`src/rtl/weight_loader.sv`:
```
// ============================================================================
// Module  : weight_loader
// Brief   : Decodes framed header+weight streams into registered per-neuron
//           weight-memory write strobes for one layer.
// Revision: 1.0 - initial release
// ============================================================================
`default_nettype none

module weight_loader #(
    parameter int layerNo      = 1,
    parameter int numNeuron    = 30,
    parameter int numWeight    = 784,
    parameter int addressWidth = 10,
    parameter int dataWidth    = 16
) (
    input  logic                    clk,
    input  logic                    rst_n,
    input  logic                    s_valid,
    output logic                    s_ready,
    input  logic [31:0]             s_data,
    input  logic                    s_last,
    output logic [numNeuron-1:0]    wen,
    output logic [addressWidth-1:0] wadd,
    output logic [dataWidth-1:0]    win,
    output logic                    busy,
    output logic                    done,
    output logic                    err
);

    typedef enum logic [1:0] {
        ST_IDLE = 2'd0,
        ST_LOAD = 2'd1,
        ST_SKIP = 2'd2,
        ST_DONE = 2'd3
    } state_t;

    localparam logic [7:0]  c_LAYER      = 8'(layerNo);
    localparam logic [15:0] c_NUM_NEURON = 16'(numNeuron);
    localparam logic [15:0] c_NUM_WEIGHT = 16'(numWeight);

    state_t                    r_state;
    state_t                    w_state_nxt;
    logic [7:0]                r_neuron;
    logic [15:0]               r_count;
    logic [addressWidth-1:0]   r_addr;
    logic [numNeuron-1:0]      r_wen;
    logic [addressWidth-1:0]   r_wadd;
    logic [dataWidth-1:0]      r_win;
    logic                      r_err;

    logic                      w_hs;
    logic                      w_hdr;
    logic                      w_layer_ok;
    logic                      w_target_ok;
    logic                      w_burst_end;
    logic                      w_write;
    logic                      w_err_set;
    logic [numNeuron-1:0]      w_onehot;

    assign w_hs        = s_valid & s_ready;
    assign w_hdr       = (r_state == ST_IDLE) & w_hs;
    assign w_layer_ok  = (s_data[31:24] == c_LAYER);
    assign w_target_ok = (16'(s_data[23:16]) < c_NUM_NEURON) &&
                         (s_data[15:0] != 16'd0) && (s_data[15:0] <= c_NUM_WEIGHT);
    assign w_burst_end = (16'(r_addr) == (r_count - 16'd1));
    assign w_onehot    = {{(numNeuron-1){1'b0}}, 1'b1} << r_neuron;

    always_comb begin
        w_state_nxt = r_state;
        w_write     = 1'b0;
        w_err_set   = 1'b0;
        case (r_state)
            ST_IDLE: begin
                if (w_hs) begin
                    if (!w_layer_ok) begin
                        w_state_nxt = s_last ? ST_IDLE : ST_SKIP;
                    end else if (!w_target_ok) begin
                        w_err_set   = 1'b1;
                        w_state_nxt = s_last ? ST_IDLE : ST_SKIP;
                    end else if (s_last) begin
                        // legal target but no payload
                        w_err_set   = 1'b1;
                        w_state_nxt = ST_DONE;
                    end else begin
                        w_state_nxt = ST_LOAD;
                    end
                end
            end
            ST_LOAD: begin
                if (w_hs) begin
                    w_write = 1'b1;
                    if (s_last) begin
                        w_err_set   = !w_burst_end;
                        w_state_nxt = ST_DONE;
                    end else if (w_burst_end) begin
                        w_err_set   = 1'b1;
                        w_state_nxt = ST_SKIP;
                    end
                end
            end
            ST_SKIP: begin
                if (w_hs && s_last) begin
                    w_state_nxt = ST_IDLE;
                end
            end
            ST_DONE: begin
                w_state_nxt = ST_IDLE;
            end
            default: begin
                w_state_nxt = ST_IDLE;
            end
        endcase
    end

    always_ff @(posedge clk or negedge rst_n) begin
        if (!rst_n) begin
            r_state <= ST_IDLE;
        end else begin
            r_state <= w_state_nxt;
        end
    end

    always_ff @(posedge clk or negedge rst_n) begin
        if (!rst_n) begin
            r_neuron <= '0;
            r_count  <= '0;
            r_addr   <= '0;
            r_wen    <= '0;
            r_wadd   <= '0;
            r_win    <= '0;
            r_err    <= 1'b0;
        end else begin
            r_wen <= '0;
            if (w_hdr) begin
                r_neuron <= s_data[23:16];
                r_count  <= s_data[15:0];
                r_addr   <= '0;
            end
            if (w_write) begin
                r_wen  <= w_onehot;
                r_wadd <= r_addr;
                r_win  <= s_data[dataWidth-1:0];
                r_addr <= r_addr + 1'b1;
            end
            // a fresh header clears the sticky flag unless that header is itself bad
            if (w_err_set) begin
                r_err <= 1'b1;
            end else if (w_hdr) begin
                r_err <= 1'b0;
            end
        end
    end

    assign s_ready = rst_n & (r_state != ST_DONE);
    assign busy    = (r_state == ST_LOAD) | (r_state == ST_SKIP);
    assign done    = (r_state == ST_DONE);
    assign err     = r_err;
    assign wen     = r_wen;
    assign wadd    = r_wadd;
    assign win     = r_win;

endmodule

`default_nettype wire

```
`config.mk`:
```
export PLATFORM = sky130hd
export DESIGN_NAME = weight_loader
export DESIGN_NICKNAME = d
export VERILOG_FILES = /design/src/rtl/weight_loader.sv
export SDC_FILE = /design/constraint.sdc
export NUM_CORES = 1
export LEC_CHECK = 0
export ABC_CLOCK_PERIOD_IN_PS = 6000
export BUFFER_PORTS_ARGS = -buffer_cell sky130_fd_sc_hd__buf_4
export CORE_MARGIN = 5
export CORE_UTILIZATION = 35
export CTS_CLUSTER_DIAMETER = 60
export DETAILED_ROUTE_END_ITERATION = 12
export GPL_TIMING_DRIVEN = 0
export MAX_ROUTING_LAYER = met4
export PLACE_DENSITY = 0.58
export SYNTH_ARGS = -nofsm -noshare
export SYNTH_HDL_FRONTEND = slang
export SYNTH_SLANG_ARGS = --single-unit
```
`constraint.sdc`:
```
create_clock -name clk -period 6 [get_ports clk]
set_input_delay 1.2 -clock clk [delete_from_list [all_inputs] [get_ports clk]]
set_output_delay 1.2 -clock clk [all_outputs]
set_load 0.03 [all_outputs]
```
## Yosys cells after proc, flatten, opt, wreduce, memory -nomap -nowiden

Cells that the tools add are included.

| word-level totals | value |
|---|---|
| register bits after elaboration | 93 |
| latch bits | 0 |
| memory bits (writable) | 0 |
| bits in read-only memories | 0 |
| input bits | 36 |
| output and inout port bits | 60 |
| logic and storage cells | 61 |
| memories kept | 0 |

| cells by class | value |
|---|---|
| $add $sub $neg | 2 |
| $mul | 0 |
| div/mod/pow operators | 0 |
| $lt $le $gt $ge | 2 |
| equal/unequal tests | 10 |
| shift operators | 1 |
| mux-type cells | 25 |
| bitwise operators | 4 |
| reduce and logical (&&, ||, !) cells | 9 |

Operator list:

| cell | count |
|---|---|
| 30-bit 2-to-1 mux | 1 |
| 1-bit by 8-bit << shifter with 30-bit output, first input constant | 1 |
| 10-bit 2-to-1 mux | 2 |
| 2-bit 2-to-1 mux | 9 |
| 10-bit by 16-bit == test with 1-bit output | 1 |
| 16-bit by 10-bit <= comparator with 1-bit output, second input constant | 1 |
| 16-bit nonzero test | 1 |
| 16-bit by 1-bit subtractor with 16-bit output, second input constant | 1 |
| 1-bit 2-to-1 mux | 11 |
| 10-bit by 1-bit adder with 10-bit output, second input constant | 1 |
| 8-bit by 1-bit == test with 1-bit output, second input constant | 1 |
| 8-bit by 5-bit less-than comparator with 1-bit output, second input constant | 1 |
| 2-bit != test, second input constant | 4 |
| 2-bit case mux with 4 select lines | 1 |
| 2-bit == test, second input constant | 2 |
| 4-bit AND reduction | 1 |
| 2-bit nonzero test | 2 |
| 1-bit bitwise AND | 3 |
| 1-bit logical AND | 3 |
| 3-bit != test, second input constant | 1 |
| 2-bit by 1-bit == test with 1-bit output, second input constant | 1 |
| 2-bit zero test | 1 |
| 1-bit case mux with 2 select lines | 1 |
| 1-bit zero test | 1 |
| 1-bit bitwise OR | 1 |

## Depth between registers and ports, before layout

| logic depth | value |
|---|---|
| depth after elaboration | 8 |
| depth in mapped cells | 11 |
| depth with buffers taken out | 11 |

## Worst setup path before layout

OpenSTA, ideal clock, no wires.

| timing path | value |
|---|---|
| path type | input-to-output |
| start point | in rst_n |
| end point | out s_ready |
| arrival time | 1,686 ps |
| required time | 4,800 ps |
| path slack | 3,114 ps |
| cell stages on the path | 1 |
| buffers on the path | 0 |
| cell sequence | nor2b_1 |

| on the way | value |
|---|---|
| word-level cells in the longest chain between the ends | 1 |

RTL lines:

| item | RTL line | text |
|---|---|---|
| start, declared | 17 | `input logic rst_n,` |
| 1-bit bitwise AND | 154 | `assign s_ready = rst_n & (r_state != ST_DONE);` |
| end, declared | 19 | `output logic s_ready,` |

Every way passes these cells.

## Final worst setup path

Ends and elaborated chain as after synthesis.

==> metrics <==
antenna violations before repair=0; LEAKAGE=2.628 nW; crit path time final=3704 ps; CORE AREA=around 0.012 mm²; relative slew slack=about a quarter; first-pass GRT wire length=around 17000 µm; commonest cells in the netlist=nand2_1 (102), dfrtp_1 (93), nor2_1 (51); Site Rows=39; WP data required=around 4800 ps; final hold violation count=0; tightest hold margin=475.4 ps; Fmax=around 270 MHz; DP Worst Slack=about 2200 ps; die height=between 100 and 150 µm; PwrDens=333.8 mW/mm²; Max rail drop VDD=approximately 140 µV; total inserted antenna cells=0; DR vias=approximately 3200; hold crit path type=flip-flop to flip-flop; Seq cells post-synth=93; Sink Count=just over 90; vias in the first global route=approximately 3400; total power=about 1.8 mW; Post-Syn Area=approximately 0.0041 mm²; Mapped Nets=around 460; Area Overhead vs Synth=28.92%; layout cells sized above 1=around 27%; routability cong.=just under 0.8; gr ovfl total=0; HPWL Detailed=approximately 7500 µm; register area=between 0.002 and 0.0025 mm²; ranking of synthesized cells by area=dfrtp_1 (56%), nand2_1 (9.2%), mux2_2 (7.3%); area of the multi-input gates=0.001728 mm²; DIE WIDTH=roughly 120 µm; clk slew on worst S/H paths=roughly 70 ps; Top FF cell, synth=dfrtp_1; Tightest Pin Transition=~1100 ps; worst clock skew=6.612 ps; post-CTS resize count=0; Post-synth EDFFs=0; RSZ-0062 raised after global routing=false; Final Cycle Share=between 60% and 70%; CTS Buffer Depth=2; Max Fanout on Critical Path=95; CP endpoint kind=output port; number of H-tree levels=3; DRT Wirelength=between 10000 and 15000 µm; post-synth top area share=56.09%; setup tns final=0 ps; first-pass iteration count of the detailed router=4; Root Buffer=clkbuf_16; Setup crit start kind=input port; sequential area share after synthesis=between 50% and 60%; cell taking the most area after synthesis=dfrtp_1; max-slew violations=0; most common cell in the synthesized netlist=nand2_1; fill count=1110; max_cap viols=0; IO Count=96; Skew-Pair Late Insertion Delay=~340 ps; Post-CTS Setup Inserts=0; Via density=~4.8; Setup WS post-layout=between 2000 and 2500 ps; initial core utilization=a little over a third; arrival time worst endpoint=2500 ps; 1st-iter DRT viols=a little over 200; DRC viols=0; Post-Syn Instances=413; outcome=finished, final reports clean; async set or reset register ratio after synthesis=100.0%; post-route ant nets=0; Final #Nets=between 500 and 600; CTS tree=yes; Syn Area/Cell=between 10 and 15 µm²; wire per inst=around 15 µm; largest net degree at the start of global routing=96; YS warnings=0; number of distinct library cells after synthesis=46; WS Path Type=input port to output port; Total Routing Usage GR=about 15%; Setup violations, final=0; number of CTS-inserted buffers=9; # port buffers=95; Die ar.=around 0.014 mm²; Hold-fix buffers, CTS=0
cells by family (layout without fill, tap and decap cells):
kind of cell	Yosys count	after routing	synth area share [%]
multiplexers	31	31	8.293
AND/OR/NAND/NOR	205	205	22.35
adder cells (fa/ha/maj)	8	8	2.413
XOR/XNOR	11	11	2.322
AO/OA/AOI/OAI	42	42	6.273
flip-flops	93	93	56.09
buffers and inverters	23	134	2.262
layout make-up:
class                           count  share of cell area [%]
Buffer                             18                   1.404
Clock buffer                       11                   4.538
Clock inverter                      5                   1.216
Inverter                            5                  0.3509
Multi-Input combinational cell    297                   32.30
Sequential cell                    93                   43.51
Tap cell                          143                   3.345
Timing Repair Buffer               95                   13.33
registers in the layout (all words and copies together), names as in the netlist:
name / cells
wen: 30
r_count: 16
win: 16
r_addr: 10
wadd: 10
r_neuron: 8
r_state: 2
err: 1
through the flow:
stage | instance area (µm²) | util (%) | cells
finish | 5349 | 46.45 | 667
global route | 5349 | 46.45 | 667
CTS | 5349 | 46.45 | 667
detailed placement | 5041 | 43.77 | 651
global placement | 5041 | 43.77 | 651
floorplan | 4149 | - | 413
critical path, cell delays in order:
cell     delay (ps)
buf_4           830
nor2b_1         260
buf_4           180
path summary, 6_finish.rpt:
check                                   to       start  cells past startpoint  slack [ps]
worst min-delay path               win[13]     win[13]                      2         480
worst max register to register  r_state[1]  r_count[0]                     11        2940
worst min register to register     win[13]     win[13]                      2         480
min in group asynchronous          win[15]       rst_n                      1        1090
worst max-delay path               s_ready       rst_n                      3        2300
max in group asynchronous           win[7]       rst_n                      1        4200
layout by cell type, fill, tap and decap left out, types with 2 or more instances in the layout:
master | Yosys | layout
a211oi_1 | 2 | 2
a21oi_1 | 5 | 5
a22o_1 | 3 | 3
a31oi_1 | 4 | 4
and3_1 | 6 | 6
and3b_1 | 2 | 2
buf_4 | 0 | 95
clkbuf_1 | 17 | 18
clkbuf_16 | 0 | 9
dfrtp_1 | 93 | 93
ha_1 | 8 | 8
inv_1 | 5 | 5
inv_6 | 0 | 3
mux2_2 | 27 | 27
mux2i_1 | 4 | 4
nand2_1 | 102 | 102
nand2b_1 | 2 | 2
nand3_1 | 7 | 7
nand3b_1 | 4 | 4
nand4_1 | 4 | 4
nor2_1 | 51 | 51
nor2b_1 | 2 | 2
nor3_1 | 9 | 9
nor3b_1 | 2 | 2
nor4_1 | 3 | 3
o21ai_0 | 19 | 19
xnor2_1 | 8 | 8
xor2_1 | 3 | 3
layer usage:
metal | vias up | wire length (µm) | track usage [%]
met5 | - | 0 | -
met4 | 0 | 204 | 6.083
met3 | 17 | 482 | 3.365
met2 | 80 | 4702 | 24.19
met1 | 1528 | 4673 | 19.77
li1 | 1609 | - | -
where the power goes:
group | leakage, nW | internal (mW) | switching [mW]
clock | 0.151 | 0.340 | 0.245
sequential | 1.25 | 0.713 | 0.102
combinational | 1.23 | 0.202 | 0.184
Note: power is estimated with default switching activity, not from simulation.
